## config.mk

```make
export PLATFORM = sky130hd
export DESIGN_NAME = pc_sequencer
export DESIGN_NICKNAME = d
export VERILOG_FILES = /design/src/rtl/core_pkg.sv /design/src/rtl/pc_sequencer.sv
export SDC_FILE = /design/constraint.sdc
export NUM_CORES = 1
export LEC_CHECK = 0
export BUFFER_PORTS_ARGS = -buffer_cell sky130_fd_sc_hd__buf_2
export CORE_MARGIN = 10
export CORE_UTILIZATION = 40
export CTS_CLUSTER_DIAMETER = 120
export DETAILED_ROUTE_END_ITERATION = 10
export PLACE_DENSITY = 0.66
export SKIP_LAST_GASP = 1
export SLEW_MARGIN = 20
export SYNTH_ARGS = -nofsm -noshare
export SYNTH_HDL_FRONTEND = slang
export SYNTH_SLANG_ARGS = --single-unit
export TNS_END_PERCENT = 20
```

## constraint.sdc

```tcl
create_clock -name Clk -period 3.1 [get_ports Clk]
set_input_delay 0.62 -clock Clk [delete_from_list [all_inputs] [get_ports Clk]]
set_output_delay 0.62 -clock Clk [all_outputs]
set_load 0.02 [all_outputs]
```

## src/rtl/core_pkg.sv

```systemverilog
// Shared types and constants for the custom-ISA core: PC width, reset address,
// sequencer state encoding and the PC type.
package core_pkg;

  localparam int PC_WIDTH   = 10;
  localparam int START_ADDR = 0;

  typedef enum logic [1:0] {IDLE, RUN, DONE} seq_state_t;

  typedef logic [PC_WIDTH-1:0] pc_t;

endpackage

```

## src/rtl/pc_sequencer.sv

```systemverilog
// Program counter and run-control (Start/Done handshake, wrap fault) sitting after the branch-target LUT.
// Optional macro PC_CYCLE_COUNT_EN builds a saturating RUN-cycle counter on CycleCnt; otherwise CycleCnt is 0.
module pc_sequencer #(
  parameter int PC_width   = core_pkg::PC_WIDTH,
  parameter int START_ADDR = core_pkg::START_ADDR
) (
  input  logic                Clk,
  input  logic                Reset,
  input  logic                Start,
  input  logic                Halt,
  input  logic                BranchAbs,
  input  logic                BranchRel,
  input  logic                Taken,
  input  logic [PC_width-1:0] Target,
  output logic [PC_width-1:0] ProgCtr,
  output logic                Running,
  output logic                Done,
  output logic                Fault,
  output logic [15:0]         CycleCnt
);
  import core_pkg::*;

  localparam logic [PC_width-1:0] start_pc = PC_width'(START_ADDR);
  localparam logic [PC_width-1:0] last_pc  = '1;

  seq_state_t          state, next_state;
  logic [PC_width-1:0] pc_q, pc_d;
  logic                fault_q, fault_d;
  logic                running_q, done_q;

  always_ff @(posedge Clk) begin
    if (Reset) begin
      state     <= IDLE;
      pc_q      <= start_pc;
      fault_q   <= 1'b0;
      running_q <= 1'b0;
      done_q    <= 1'b0;
    end else begin
      state     <= next_state;
      pc_q      <= pc_d;
      fault_q   <= fault_d;
      running_q <= (next_state == RUN);
      done_q    <= (next_state == DONE);
    end
  end

  // Relative offsets are as wide as the PC, so plain addition is the sign-extended modulo add.
  always_comb begin
    next_state = state;
    pc_d       = pc_q;
    fault_d    = fault_q;
    unique case (state)
      IDLE: begin
        if (Start) begin
          next_state = RUN;
          pc_d       = start_pc;
          fault_d    = 1'b0;
        end
      end
      RUN: begin
        if (Halt) begin
          next_state = DONE;
        end else if (BranchAbs && Taken) begin
          pc_d = Target;
        end else if (BranchRel && Taken) begin
          pc_d = pc_q + Target;
        end else if (pc_q == last_pc) begin
          next_state = DONE;
          fault_d    = 1'b1;
        end else begin
          pc_d = pc_q + PC_width'(1);
        end
      end
      DONE: begin
        if (!Start) next_state = IDLE;
      end
      default: next_state = IDLE;
    endcase
  end

  assign ProgCtr = pc_q;
  assign Running = running_q;
  assign Done    = done_q;
  assign Fault   = fault_q;

`ifdef PC_CYCLE_COUNT_EN
  logic [15:0] cnt_q;

  always_ff @(posedge Clk) begin
    if (Reset) begin
      cnt_q <= '0;
    end else if (state == IDLE && next_state == RUN) begin
      cnt_q <= '0;
    end else if (state == RUN && cnt_q != 16'hFFFF) begin
      cnt_q <= cnt_q + 16'd1;
    end
  end

  assign CycleCnt = cnt_q;
`else
  assign CycleCnt = '0;
`endif

endmodule

```

# ---- Word-level counts from Yosys, hierarchy flattened
# Index checks and enable logic that the tools add are counted.
dict set report totals {
  out_inout_bits 29
  input_bits 17
  wordCells 43
  reg_bits 15
}
dict set report op_classes {
  reduce_logical 6
  n_eq_ne 11
  addsub 2
  mux 19
}
# op count
set op_table {}
lappend op_table {{10-bit 2-to-1 mux} 5}
lappend op_table {{10-bit case mux with 2 select lines} 1}
lappend op_table {{2-bit 2-to-1 mux} 6}
lappend op_table {{10-bit by 1-bit adder with 10-bit output, second input constant} 1}
lappend op_table {{10-bit adder} 1}
lappend op_table {{10-bit == test, second input constant} 1}
lappend op_table {{2-bit inequality test, second input constant} 5}
lappend op_table {{2-bit case mux with 3 select lines} 1}
lappend op_table {{6-bit AND reduction} 1}
lappend op_table {{1-bit 2-to-1 mux} 5}
lappend op_table {{2-bit by 1-bit == test with 1-bit output, second input constant} 2}
lappend op_table {{2-bit == test, second input constant} 2}
lappend op_table {{4-bit inequality test, second input constant} 1}
lappend op_table {{4-bit AND reduction} 1}
lappend op_table {{1-bit logical AND} 2}
lappend op_table {{2-bit zero test} 1}
lappend op_table {{1-bit case mux with 2 select lines} 1}
lappend op_table {{2-bit nonzero test} 1}

# ---- Depth between registers and ports, before layout
# Gate-level depths: netlist of the first run.
dict set report logic_depth {
  ltp_word 7
  ltp_mapped 10
  depth_no_buf 9
}

# ---- Least setup slack after synthesis of the first run
# OpenSTA, ideal clock, no wires.
dict set report synth_timing {
  kind {input port to flip-flop}
  start {in Taken}
  end {reg pc_q[8] (netlist: ProgCtr[8])}
  t_arrival_ps 2446
  setup_time_ps 126
  path_stages 10
  setup_slack_ps 529
  path_cell_list {clkbuf_1 > nand3b_1 > ha_1 > fa_1 > a21o_1 > a21oi_1 > nor3_1 > a211oi_1 > xor2_1 > o21ai_0}
}
dict set report synth_via {
  elab_chain_cells 5
  word_cells_on_any_way 8
}
# item line_no
set synth_lines {}
lappend synth_lines {{start, declared} pc_sequencer.sv:13} ;# input logic Taken,
lappend synth_lines {{1-bit logical AND} pc_sequencer.sv:65} ;# end else if (BranchRel && Taken) begin
lappend synth_lines {{10-bit 2-to-1 mux} pc_sequencer.sv:65}
lappend synth_lines {{10-bit 2-to-1 mux} pc_sequencer.sv:63} ;# end else if (BranchAbs && Taken) begin
lappend synth_lines {{10-bit 2-to-1 mux} pc_sequencer.sv:61} ;# if (Halt) begin
lappend synth_lines {{10-bit case mux with 2 select lines} pc_sequencer.sv:52} ;# unique case (state)
lappend synth_lines {{end signal, assigned} pc_sequencer.sv:34} ;# pc_q <= start_pc;
lappend synth_lines {{end signal, assigned} pc_sequencer.sv:40} ;# pc_q <= pc_d;
lappend synth_lines {{end, declared} pc_sequencer.sv:27} ;# logic [PC_width-1:0] pc_q, pc_d;
# Parallel ways exist; a longest one is shown, timed or not. The select of a mux whose other input is x is not followed.
# A chain may end at the register's enable or synchronous reset.

# ---- Final worst setup path of the first run
# Ends and elaborated chain as after synthesis.

==> results of run 1 <==
==> flip-flops by register name, indices dropped and copies added (netlist names) <==
register  count
Done          1
Fault         1
state         2
ProgCtr      10
Running       1
==> report_power, final <==
group / internal (mW) / leakage [nW] / switching [mW]
Combinational: 0.0368 / 0.513 / 0.0768
Clock: 0.0500 / 0.0150 / 0.0623
Sequential: 0.199 / 0.122 / 0.00702
Total: 0.286 / 0.650 / 0.146
==> stage by stage <==
| stage | area [um^2] | total power [mW] | utilization, % | worst slack [ps] |
|---|---|---|---|---|
| 5_1_grt | 1410 | 0.459 | 46.7 | 393 |
| 3_5_place_dp | 1390 | 0.324 | 45.8 | 267 |
| 3_3_place_gp | 1390 | 0.321 | 45.8 | 306 |
| 4_1_cts | 1410 | 0.437 | 46.7 | 570 |
| 6_report | 1410 | 0.432 | 46.7 | 547 |
| 2_1_floorplan | 1320 | 0.304 | - | 529 |
==> cell usage in the layout, fill, tap and decap left out, types with 4 or more instances in the layout <==
| master | count |
|---|---|
| sky130_fd_sc_hd__a21oi_1 | 14 |
| sky130_fd_sc_hd__a22oi_1 | 4 |
| sky130_fd_sc_hd__and3_1 | 8 |
| sky130_fd_sc_hd__buf_2 | 29 |
| sky130_fd_sc_hd__conb_1 | 16 |
| sky130_fd_sc_hd__dfxtp_1 | 15 |
| sky130_fd_sc_hd__ha_1 | 9 |
| sky130_fd_sc_hd__inv_1 | 4 |
| sky130_fd_sc_hd__nand2_1 | 17 |
| sky130_fd_sc_hd__nand3_1 | 5 |
| sky130_fd_sc_hd__nor2_1 | 10 |
| sky130_fd_sc_hd__o21ai_0 | 5 |
| sky130_fd_sc_hd__xnor2_1 | 4 |
| sky130_fd_sc_hd__xor2_1 | 4 |
==> cells by family (layout without fill, tap and decap cells) <==
family,after synthesis,after routing,synth area share (%)
AOI/OAI and AO/OA,43,43,26.5
xor gates and xnor gates,8,8,5.54
adders and majority gates,10,10,10.5
buffers and inverters,24,37,11.9
DFF,15,15,23.7
muxes,1,1,0.791
other,1,16,0.296
and+or+nand+nor,52,52,20.8
==> synth_stat cells, types with 3 or more instances <==
cell type	count	area share, %
sky130_fd_sc_hd__nand3_1	5	2.0
sky130_fd_sc_hd__inv_1	4	1.2
sky130_fd_sc_hd__buf_4	16	9.5
sky130_fd_sc_hd__o21bai_1	3	1.8
sky130_fd_sc_hd__a21o_1	3	1.8
sky130_fd_sc_hd__nor2_1	10	3.0
sky130_fd_sc_hd__clkbuf_1	3	0.89
sky130_fd_sc_hd__a22oi_1	4	2.4
sky130_fd_sc_hd__dfxtp_1	15	24
sky130_fd_sc_hd__ha_1	9	8.9
sky130_fd_sc_hd__and3_1	8	4.0
sky130_fd_sc_hd__xor2_1	4	2.8
sky130_fd_sc_hd__nand2_1	17	5.0
sky130_fd_sc_hd__o21ai_0	5	2.0
sky130_fd_sc_hd__a21oi_1	14	5.5
sky130_fd_sc_hd__xnor2_1	4	2.8
==> per-layer routing <==
metal / vias to the layer above / share of wire, % / wire (um) / GRT usage (%)
li1: 581 / - / - / -
met3: 4 / 8.4 / 276 / 5.07
met5: - / 0 / 0 / 0
met4: 0 / 0.82 / 27 / 2.23
met2: 36 / 47 / 1540 / 19.6
met1: 534 / 44 / 1440 / 12.8
==> final cells by class <==
cell class                      instances  area share (%)
Inverter                                4            1.06
Clock buffer                            4            1.86
Multi-Input combinational cell        130            61.6
Sequential cell                        15            21.3
Timing Repair Buffer                   29            10.3
Tap cell                               44            3.90
==> worst max-delay path, stage by stage <==
cell and delay, ps:
sky130_fd_sc_hd__buf_2 220, sky130_fd_sc_hd__nand3b_1 130, sky130_fd_sc_hd__ha_1 230, sky130_fd_sc_hd__fa_1 400, sky130_fd_sc_hd__a21o_1 190, sky130_fd_sc_hd__a21oi_1 280
sky130_fd_sc_hd__nor3_1 80, sky130_fd_sc_hd__a211oi_1 280, sky130_fd_sc_hd__xor2_1 190, sky130_fd_sc_hd__o21ai_0 100
==> path summary, 6_finish.rpt <==
| kind | start | end | slack [ps] |
|---|---|---|---|
| max | Taken | ProgCtr[8]$_SDFFE_PP0P_ | 550 |
| min | Fault$_SDFFE_PP0P_ | Fault$_SDFFE_PP0P_ | 470 |
| max reg2reg | ProgCtr[0]$_SDFFE_PP0P_ | ProgCtr[8]$_SDFFE_PP0P_ | 850 |
| min reg2reg | Fault$_SDFFE_PP0P_ | Fault$_SDFFE_PP0P_ | 470 |
==> impl_metrics.prom, run 1 <==
# TYPE chip_impl_metric gauge
chip_impl_info{name="ys_dominant_reg_cell",value="sky130_fd_sc_hd__dfxtp_1"} 1
chip_impl_metric{name="power_density_over_cell_area",unit="nW/um^2"} 306
chip_impl_metric{name="cts-resized-gates",unit=""} 0
chip_impl_metric{name="period_minus_slack",unit="ps"} 2550
chip_impl_info{name="endpoint_kind",value="flip-flop"} 1
chip_impl_metric{name="ioPinCount",unit=""} 46
chip_impl_info{name="run_status",value="complete, no violations"} 1
chip_impl_metric{name="totalNegativeSetupSlack",unit="ps"} 0
chip_impl_metric{name="finalNetCount",unit=""} 210
chip_impl_metric{name="synthesis.area_per_instance",unit="um^2"} 8.21
chip_impl_metric{name="clock_tree.htree_level_count",unit=""} 1
chip_impl_metric{name="synth.yosys.seq_area_share",unit="%"} 23.7
chip_impl_metric{name="fmax",unit="MHz"} 392
chip_impl_metric{name="detailroute.via_count",unit=""} 1155
chip_impl_metric{name="routed_len_inst",unit="um"} 14.5
chip_impl_metric{name="grt-ovfl-total",unit=""} 0
chip_impl_metric{name="die_area",unit="um^2"} 5810
chip_impl_metric{name="layout_area_growth_over_synthesis",unit="%"} 11.7
chip_impl_info{name="critPathLaunchType",value="primary input"} 1
chip_impl_metric{name="ir_worst_vdd",unit="V"} 0.000301
chip_impl_metric{name="timing.final.max_slew_violations",unit=""} 0
chip_impl_metric{name="timing.reg2reg.worst_path_depth",unit=""} 8
chip_impl_metric{name="finalSetupViolations",unit=""} 0
chip_impl_metric{name="buffer_ports.inserted",unit=""} 29
chip_impl_metric{name="synth_cells",unit=""} 154
chip_impl_metric{name="num-fill-cells",unit=""} 320
chip_impl_info{name="clock-root-buffer",value="sky130_fd_sc_hd__clkbuf_4"} 1
chip_impl_metric{name="detailedRoute.firstPassIterationCount",unit=""} 4
chip_impl_metric{name="route.final.wire_length",unit="um"} 3280
chip_impl_metric{name="detailed_place_hpwl",unit="um"} 2760
chip_impl_metric{name="timing.final.hold_violations",unit=""} 0
chip_impl_metric{name="ant_diodes",unit=""} 0
chip_impl_metric{name="initial_drc_count",unit=""} 60
chip_impl_metric{name="timing.max_cap.violations",unit=""} 0
chip_impl_metric{name="sequential_cell_area",unit="um^2"} 300
chip_impl_info{name="cts_tree",value="done"} 1
chip_impl_metric{name="cts.reportedPaths.clkPinSlew",unit="ps"} 80
chip_impl_metric{name="final.setup_skew",unit="ps"} 4.08
chip_impl_metric{name="finalNonFillerCells",unit=""} 226
chip_impl_metric{name="leakagePower",unit="nW"} 0.650
chip_impl_metric{name="drc",unit=""} 0
chip_impl_metric{name="holdPathStages",unit=""} 2
chip_impl_metric{name="hold_ws",unit="ps"} 468
chip_impl_metric{name="synth-async-reset-ratio",unit="%"} 0
chip_impl_metric{name="clk_path_buf_depth",unit=""} 2
chip_impl_metric{name="design.core.area",unit="um^2"} 3030
chip_impl_metric{name="die-height",unit="um"} 76.2
chip_impl_metric{name="multi_input_area",unit="um^2"} 871
chip_impl_metric{name="place_inst",unit=""} 222
chip_impl_metric{name="viasPerCell",unit=""} 5.11
chip_impl_metric{name="grt_first_pass_wirelength",unit="um"} 5620
chip_impl_metric{name="synth_edf_count",unit=""} 0
chip_impl_metric{name="core.rowCount",unit=""} 20
chip_impl_metric{name="initial_util",unit="%"} 41.8
chip_impl_metric{name="cts_made_buffers",unit=""} 3
chip_impl_metric{name="arr_time_crit_path",unit="ps"} 2720
chip_impl_metric{name="worstPathRequired",unit="ps"} 3270
chip_impl_info{name="hold_path.class",value="flip-flop to flip-flop"} 1
chip_impl_metric{name="insertion_delay",unit="ps"} 290
chip_impl_info{name="rsz0062_at_grt",value="false"} 1
chip_impl_metric{name="grt_pass1_vias",unit=""} 1223
chip_impl_metric{name="global_route.usage.total",unit="%"} 11.5
chip_impl_metric{name="place_congestion",unit=""} 0.869
chip_impl_metric{name="pin_count_of_the_biggest_net_entering_global_routing",unit=""} 14
chip_impl_metric{name="proportion_of_layout_cells_with_a_drive_suffix_above_1",unit="%"} 20.9
chip_impl_metric{name="ys_ff_latch",unit=""} 15
chip_impl_metric{name="synth_cell_type_count",unit=""} 40
chip_impl_metric{name="remaining_antenna_violation_count_after_routing",unit=""} 0
chip_impl_metric{name="die_w",unit="um"} 76.2
chip_impl_metric{name="fin_crit_sh",unit="%"} 82.4
chip_impl_info{name="timing_worst_setup_path_type",value="primary input to flip-flop"} 1
chip_impl_metric{name="postCtsHoldBufs",unit=""} 0
chip_impl_metric{name="synth.cell_area",unit="um^2"} 1260
chip_impl_metric{name="synth_warnings",unit=""} 0
chip_impl_metric{name="number_of_antenna_violations_at_the_first_check_in_global_routing",unit=""} 0
chip_impl_metric{name="cts_num_sinks",unit=""} 15
chip_impl_metric{name="cts_setup_buffers",unit=""} 0
chip_impl_metric{name="critPathMaxFanout",unit=""} 13
Power figures use the tool's default switching activity.
==> inputs of run 2 (changes only) <==
--- a/config.mk
+++ b/config.mk
@@ -10,7 +10,7 @@
 export CORE_UTILIZATION = 40
 export CTS_CLUSTER_DIAMETER = 120
 export DETAILED_ROUTE_END_ITERATION = 10
-export PLACE_DENSITY = 0.66
+export PLACE_DENSITY = 0.68
 export SKIP_LAST_GASP = 1
 export SLEW_MARGIN = 20
 export SYNTH_ARGS = -nofsm -noshare
==> constraint.sdc (replaced) <==
create_clock -name Clk -period 2.3 [get_ports Clk]
set_input_delay 0.46 -clock Clk [delete_from_list [all_inputs] [get_ports Clk]]
set_output_delay 0.46 -clock Clk [all_outputs]
set_load 0.02 [all_outputs]
==> run 2 against run 1 <==
Net effect: clock power rose by 34%; utilization rose by 4.9 points; setup slack got worse by 400 ps; via count rose by 4.7%; routed wire length rose by 7.4%; global-route usage rose by 0.51 points; register-to-register slack got worse by 660 ps; sequential share of layout area fell by 2.0 points; critical path type unchanged; critical endpoint is now ProgCtr[4]$_SDFFE_PP0P_; largest cell class unchanged; largest power group unchanged.
==> impl_metrics.prom, run 2 (synthesized netlist as in run 1, its figures left out) <==
# TYPE chip_impl_metric gauge
chip_impl_info{name="run_status",value="complete, no violations"} 1
chip_impl_metric{name="cts.reportedPaths.clkPinSlew",unit="ps"} 90
chip_impl_metric{name="grt_first_pass_wirelength",unit="um"} 5980
chip_impl_metric{name="cts_setup_buffers",unit=""} 0
chip_impl_metric{name="grt_pass1_vias",unit=""} 1280
chip_impl_info{name="timing_worst_setup_path_type",value="primary input to flip-flop"} 1
chip_impl_metric{name="detailed_place_hpwl",unit="um"} 3020
chip_impl_metric{name="route.final.wire_length",unit="um"} 3530
chip_impl_info{name="critPathLaunchType",value="primary input"} 1
chip_impl_metric{name="die-height",unit="um"} 76.2
chip_impl_metric{name="cts_made_buffers",unit=""} 3
chip_impl_metric{name="ant_diodes",unit=""} 0
chip_impl_metric{name="buffer_ports.inserted",unit=""} 29
chip_impl_metric{name="core.rowCount",unit=""} 20
chip_impl_metric{name="pin_count_of_the_biggest_net_entering_global_routing",unit=""} 13
chip_impl_info{name="layout.cells.most_common_list",value="29 x sky130_fd_sc_hd__buf_2, 18 x sky130_fd_sc_hd__buf_4, 17 x sky130_fd_sc_hd__nand2_1"} 1
chip_impl_metric{name="arr_time_crit_path",unit="ps"} 2340
chip_impl_info{name="layout_commonest_cell",value="sky130_fd_sc_hd__buf_2"} 1
chip_impl_metric{name="drc",unit=""} 0
chip_impl_metric{name="ioPinCount",unit=""} 46
chip_impl_metric{name="final_core_utilization",unit="%"} 51.6
chip_impl_metric{name="routed_len_inst",unit="um"} 14.4
chip_impl_metric{name="global_route.usage.total",unit="%"} 12.0
chip_impl_metric{name="power_density_over_cell_area",unit="nW/um^2"} 385
chip_impl_metric{name="initial_util",unit="%"} 41.8
chip_impl_metric{name="timing.final.max_slew_violations",unit=""} 0
chip_impl_metric{name="finalNetCount",unit=""} 228
chip_impl_metric{name="die_w",unit="um"} 76.2
chip_impl_metric{name="finalSetupViolations",unit=""} 0
chip_impl_metric{name="timing.final.hold_violations",unit=""} 0
chip_impl_metric{name="place_congestion",unit=""} 0.850
chip_impl_metric{name="detailedRoute.firstPassIterationCount",unit=""} 4
chip_impl_metric{name="fmax",unit="MHz"} 465
chip_impl_metric{name="ir_worst_vdd",unit="V"} 0.000148
chip_impl_metric{name="largest_register_ff_count",unit=""} 10
chip_impl_metric{name="insertion_delay",unit="ps"} 280
chip_impl_info{name="clock-root-buffer",value="sky130_fd_sc_hd__clkbuf_4"} 1
chip_impl_metric{name="fin_crit_sh",unit="%"} 93.5
chip_impl_metric{name="design.core.area",unit="um^2"} 3030
chip_impl_metric{name="final.setup_skew",unit="ps"} 6.50
chip_impl_metric{name="grt-ovfl-total",unit=""} 0
chip_impl_metric{name="cts_num_sinks",unit=""} 15
chip_impl_metric{name="leakagePower",unit="nW"} 0.746
chip_impl_metric{name="timing.max_cap.violations",unit=""} 0
chip_impl_metric{name="die_area",unit="um^2"} 5810
chip_impl_info{name="rsz0062_at_grt",value="true"} 1
chip_impl_metric{name="layout_area_growth_over_synthesis",unit="%"} 23.4
chip_impl_info{name="endpoint_kind",value="flip-flop"} 1
chip_impl_info{name="cts_tree",value="done"} 1
chip_impl_metric{name="proportion_of_layout_cells_with_a_drive_suffix_above_1",unit="%"} 30.0
chip_impl_metric{name="clock_tree.htree_level_count",unit=""} 1
chip_impl_metric{name="clk_path_buf_depth",unit=""} 2
chip_impl_metric{name="remaining_antenna_violation_count_after_routing",unit=""} 0
chip_impl_metric{name="viasPerCell",unit=""} 4.95
chip_impl_metric{name="period_minus_slack",unit="ps"} 2150
chip_impl_metric{name="number_of_antenna_violations_at_the_first_check_in_global_routing",unit=""} 0
chip_impl_metric{name="power.total",unit="uW"} 602
chip_impl_metric{name="worstPathRequired",unit="ps"} 2490
chip_impl_metric{name="detailroute.via_count",unit=""} 1209
chip_impl_metric{name="postCtsHoldBufs",unit=""} 0
chip_impl_metric{name="critPathMaxFanout",unit=""} 3
chip_impl_metric{name="initial_drc_count",unit=""} 65
chip_impl_info{name="hold_path.class",value="primary input to flip-flop"} 1
[run 2: final timing paths]
check | from | end | slack, ps | cells past startpoint
max | Target[0] | ProgCtr[4]$_SDFFE_PP0P_ | 150 | 10
min | Target[6] | ProgCtr[6]$_SDFFE_PP0P_ | 420 | 3
max reg2reg | ProgCtr[0]$_SDFFE_PP0P_ | ProgCtr[4]$_SDFFE_PP0P_ | 190 | 8
min reg2reg | Fault$_SDFFE_PP0P_ | Fault$_SDFFE_PP0P_ | 480 | 2
[run 2: critical path, stage by stage]
cell,delay (ps)
sky130_fd_sc_hd__buf_2,100
sky130_fd_sc_hd__nand3b_1,150
sky130_fd_sc_hd__ha_1,220
sky130_fd_sc_hd__fa_1,420
sky130_fd_sc_hd__a21o_1,210
sky130_fd_sc_hd__a21oi_2,180
sky130_fd_sc_hd__buf_4,130
sky130_fd_sc_hd__xnor2_1,130
sky130_fd_sc_hd__nand2_1,70
sky130_fd_sc_hd__a311oi_1,270
[run 2: metal layers]
layer,track usage (%),part of all wire (%),up-vias
met2,20.2,50,34
li1,-,-,615
met3,2.59,5.4,4
met1,14.6,43,556
met4,4.09,1.2,0
met5,0,0,-
[run 2: repair_timing]
action,4_1_cts,5_1_grt
gates resized for setup,0,2
endpoints found under the hold margin,0,0
setup endpoints to repair,0,2
[run 2: area by class of cell]
type / instances / area (um^2)
fillers: 299 / 1470
inverters: 4 / 15.0
clock buffers: 3 / 22.5
multi-input cells: 130 / 883
flip-flops and latches: 15 / 300
repair buffers: 47 / 280
clock inverters: 1 / 5.00
well taps: 44 / 55.1
[run 2: power by group]
group          internal, mW  switching, mW  total [mW]  leakage, nW
clock                0.0646         0.0855       0.150       0.0177
sequential            0.269        0.00896       0.278        0.122
combinational        0.0648          0.109       0.174        0.607
total                 0.398          0.203       0.602        0.746
[run 2: per-stage QoR]
| stage | TNS, ps | hold WS, ps | area, um^2 | cells | setup slack, ps |
|---|---|---|---|---|---|
| after floorplan | 0 | 486 | 1330 | 169 | 6.59 |
| after global placement | -405 | 455 | 1530 | 240 | -155 |
| after detailed placement | -546 | 474 | 1530 | 240 | -153 |
| after CTS | 0 | 409 | 1550 | 244 | 142 |
| after global routing | -2.94 | 430 | 1560 | 244 | -2.94 |
| final | 0 | 416 | 1560 | 244 | 150 |
==> inputs of run 3 (changes only) <==
==> constraint.sdc (replaced) <==
create_clock -name Clk -period 2.3 [get_ports Clk]
set_input_delay 0.345 -clock Clk [delete_from_list [all_inputs] [get_ports Clk]]
set_output_delay 0.345 -clock Clk [all_outputs]
set_load 0.02 [all_outputs]
==> run 3 against run 2 <==
Net effect: combinational power down 3%; clock-buffer cell count did not move; sequential cell count unchanged; critical path depth down 3; sequential power hardly changed; setup slack got worse by 7.9 ps; hold slack worse by 120 ps.
==> impl_metrics.prom, run 3 (synthesized netlist as in run 1, its figures left out) <==
# TYPE chip_impl_metric gauge
chip_impl_info{name="cts_tree",value="done"} 1
chip_impl_metric{name="final.setup_skew",unit="ps"} 3.98
chip_impl_info{name="timing_worst_setup_path_type",value="flip-flop to flip-flop"} 1
chip_impl_info{name="layout.cells.most_common_list",value="29 x sky130_fd_sc_hd__buf_2, 17 x sky130_fd_sc_hd__nand2_1, 16 x sky130_fd_sc_hd__conb_1"} 1
chip_impl_metric{name="place_congestion",unit=""} 0.835
chip_impl_metric{name="ant_diodes",unit=""} 0
chip_impl_metric{name="period_minus_slack",unit="ps"} 2160
chip_impl_metric{name="worstPathRequired",unit="ps"} 2480
chip_impl_metric{name="detailedRoute.firstPassIterationCount",unit=""} 4
chip_impl_metric{name="hold_ws",unit="ps"} 293
chip_impl_metric{name="placement.cell_area",unit="um^2"} 1470
chip_impl_metric{name="viasPerCell",unit=""} 5.04
chip_impl_metric{name="number_of_antenna_violations_at_the_first_check_in_global_routing",unit=""} 0
chip_impl_info{name="hold_path.class",value="primary input to flip-flop"} 1
chip_impl_metric{name="timing.final.max_slew_violations",unit=""} 0
chip_impl_metric{name="worstPathBufferInverterCount",unit=""} 0
chip_impl_metric{name="die_area",unit="um^2"} 5810
chip_impl_info{name="layout_commonest_cell",value="sky130_fd_sc_hd__buf_2"} 1
chip_impl_metric{name="cpPeakStageDelay",unit="ps"} 460
chip_impl_metric{name="place_inst",unit=""} 233
chip_impl_metric{name="detailed_place_hpwl",unit="um"} 2970
chip_impl_metric{name="fmax",unit="MHz"} 464
chip_impl_metric{name="power_density_over_cell_area",unit="nW/um^2"} 401
chip_impl_metric{name="finalNonFillerCells",unit=""} 237
chip_impl_metric{name="cts.reportedPaths.clkPinSlew",unit="ps"} 100
chip_impl_metric{name="global_route.usage.total",unit="%"} 11.9
chip_impl_metric{name="timing.final.hold_violations",unit=""} 0
chip_impl_info{name="critPathLaunchType",value="flip-flop"} 1
chip_impl_metric{name="insertion_delay",unit="ps"} 290
chip_impl_metric{name="timing.max_cap.violations",unit=""} 0
chip_impl_metric{name="clock_tree.htree_level_count",unit=""} 1
chip_impl_metric{name="remaining_antenna_violation_count_after_routing",unit=""} 0
chip_impl_metric{name="routed_len_inst",unit="um"} 15.1
chip_impl_metric{name="multi_input_area",unit="um^2"} 875
chip_impl_info{name="clock-root-buffer",value="sky130_fd_sc_hd__clkbuf_4"} 1
chip_impl_metric{name="power.total",unit="uW"} 602
chip_impl_metric{name="critPathMaxFanout",unit=""} 5
chip_impl_metric{name="ioPinCount",unit=""} 46
chip_impl_metric{name="cts_num_sinks",unit=""} 15
chip_impl_metric{name="sequential_cell_area",unit="um^2"} 300
chip_impl_metric{name="die_w",unit="um"} 76.2
chip_impl_info{name="cell_type_group_with_the_largest_total_delay_on_the_critical_path",value="compound AO/OA/AOI/OAI gates"} 1
chip_impl_metric{name="internal_power",unit="uW"} 394
chip_impl_metric{name="grt-ovfl-total",unit=""} 0
chip_impl_info{name="rsz0062_at_grt",value="false"} 1
chip_impl_metric{name="core.rowCount",unit=""} 20
chip_impl_metric{name="drc",unit=""} 0
chip_impl_metric{name="design.core.area",unit="um^2"} 3030
chip_impl_info{name="slowest_cp_cell",value="sky130_fd_sc_hd__dfxtp_1"} 1
chip_impl_metric{name="proportion_of_layout_cells_with_a_drive_suffix_above_1",unit="%"} 26.4
chip_impl_info{name="run_status",value="complete, no violations"} 1
chip_impl_metric{name="postCtsHoldBufs",unit=""} 0
chip_impl_metric{name="route.final.wire_length",unit="um"} 3580
chip_impl_metric{name="clock_group_share_of_total_power",unit="%"} 25.8
chip_impl_metric{name="layout_area_growth_over_synthesis",unit="%"} 18.6
chip_impl_metric{name="arr_time_crit_path",unit="ps"} 2340
chip_impl_metric{name="finalSetupViolations",unit=""} 0
chip_impl_metric{name="initial_drc_count",unit=""} 40
chip_impl_metric{name="power.combinational.fraction",unit="%"} 28.0
chip_impl_info{name="endpoint_kind",value="flip-flop"} 1
chip_impl_metric{name="finalNetCount",unit=""} 221
chip_impl_metric{name="initial_util",unit="%"} 41.8
chip_impl_metric{name="clk_path_buf_depth",unit=""} 2
chip_impl_metric{name="cts_made_buffers",unit=""} 3
chip_impl_metric{name="num-fill-cells",unit=""} 316
chip_impl_metric{name="detailroute.via_count",unit=""} 1194
chip_impl_metric{name="grt_pass1_vias",unit=""} 1297
chip_impl_metric{name="fin_crit_sh",unit="%"} 93.8
chip_impl_metric{name="switching_share",unit="%"} 34.5
chip_impl_metric{name="largest_register_ff_count",unit=""} 10
chip_impl_metric{name="ir_worst_vdd",unit="V"} 0.000392
chip_impl_metric{name="grt_first_pass_wirelength",unit="um"} 5950
chip_impl_info{name="cp_cell_sequence",value="ha_1, a21oi_1, o211ai_1, o41ai_2, xor2_1, mux2i_1, a221o_1"} 1
chip_impl_metric{name="pin_count_of_the_biggest_net_entering_global_routing",unit=""} 13
chip_impl_metric{name="cts_setup_buffers",unit=""} 0
chip_impl_metric{name="buffer_ports.inserted",unit=""} 29
chip_impl_metric{name="die-height",unit="um"} 76.2
chip_impl_metric{name="net_load_switching_power",unit="uW"} 208
chip_impl_metric{name="final_core_utilization",unit="%"} 49.5
chip_impl_metric{name="leakagePower",unit="nW"} 0.706
chip_impl_metric{name="p_seq_share",unit="%"} 46.2
chip_impl_metric{name="design_area",unit="um^2"} 1500
chip_impl_metric{name="cts-resized-gates",unit=""} 0
==> run 3: worst register-to-register path: stages (launching register included) <==
cell                       delay (ps)
sky130_fd_sc_hd__dfxtp_1          460
sky130_fd_sc_hd__ha_1             270
sky130_fd_sc_hd__a21oi_1          200
sky130_fd_sc_hd__o211ai_1         170
sky130_fd_sc_hd__o41ai_2          380
sky130_fd_sc_hd__xor2_1           210
sky130_fd_sc_hd__mux2i_1           90
sky130_fd_sc_hd__a221o_1          260
==> run 3: final timing paths <==
check	from	endpoint	depth (start not counted)	slack, ps
hold / removal	Target[5]	ProgCtr[5]$_SDFFE_PP0P_	3	290
setup / recovery	ProgCtr[1]$_SDFFE_PP0P_	ProgCtr[9]$_SDFFE_PP0P_	7	140
setup reg to reg	ProgCtr[1]$_SDFFE_PP0P_	ProgCtr[9]$_SDFFE_PP0P_	7	140
hold reg to reg	Fault$_SDFFE_PP0P_	Fault$_SDFFE_PP0P_	2	470
==> run 3: per-layer routing <==
layer | wire, um | GRT usage (%)
met5 | 0 | 0
met4 | 0 | 1.12
met3 | 281 | 5.31
met2 | 1810 | 21.9
met1 | 1490 | 12.5
==> run 3: power groups by stage <==
stage	clock network, mW	registers (mW)	logic [mW]
after detailed placement	0	0.284	0.166
after floorplan	0	0.290	0.120
after CTS	0.156	0.278	0.168
final	0.155	0.278	0.168
after global placement	0	0.284	0.162
after global routing	0.172	0.280	0.186
==> run 3: layout make-up <==
type                            count  area share (%)
Inverter                            4            1.00
Timing Repair Buffer               40            15.2
Clock buffer                        3            1.50
Multi-Input combinational cell    130            58.3
Tap cell                           44            3.67
Clock inverter                      1           0.334
Sequential cell                    15            20.0
==> run 3: per-stage QoR <==
step | setup WS (ps) | TNS [ps]
finish | 143 | 0
global route | 19.5 | 0
CTS | 151 | 0
detailed placement | -130 | -247
global placement | -111 | -127
floorplan | 3.78 | 0
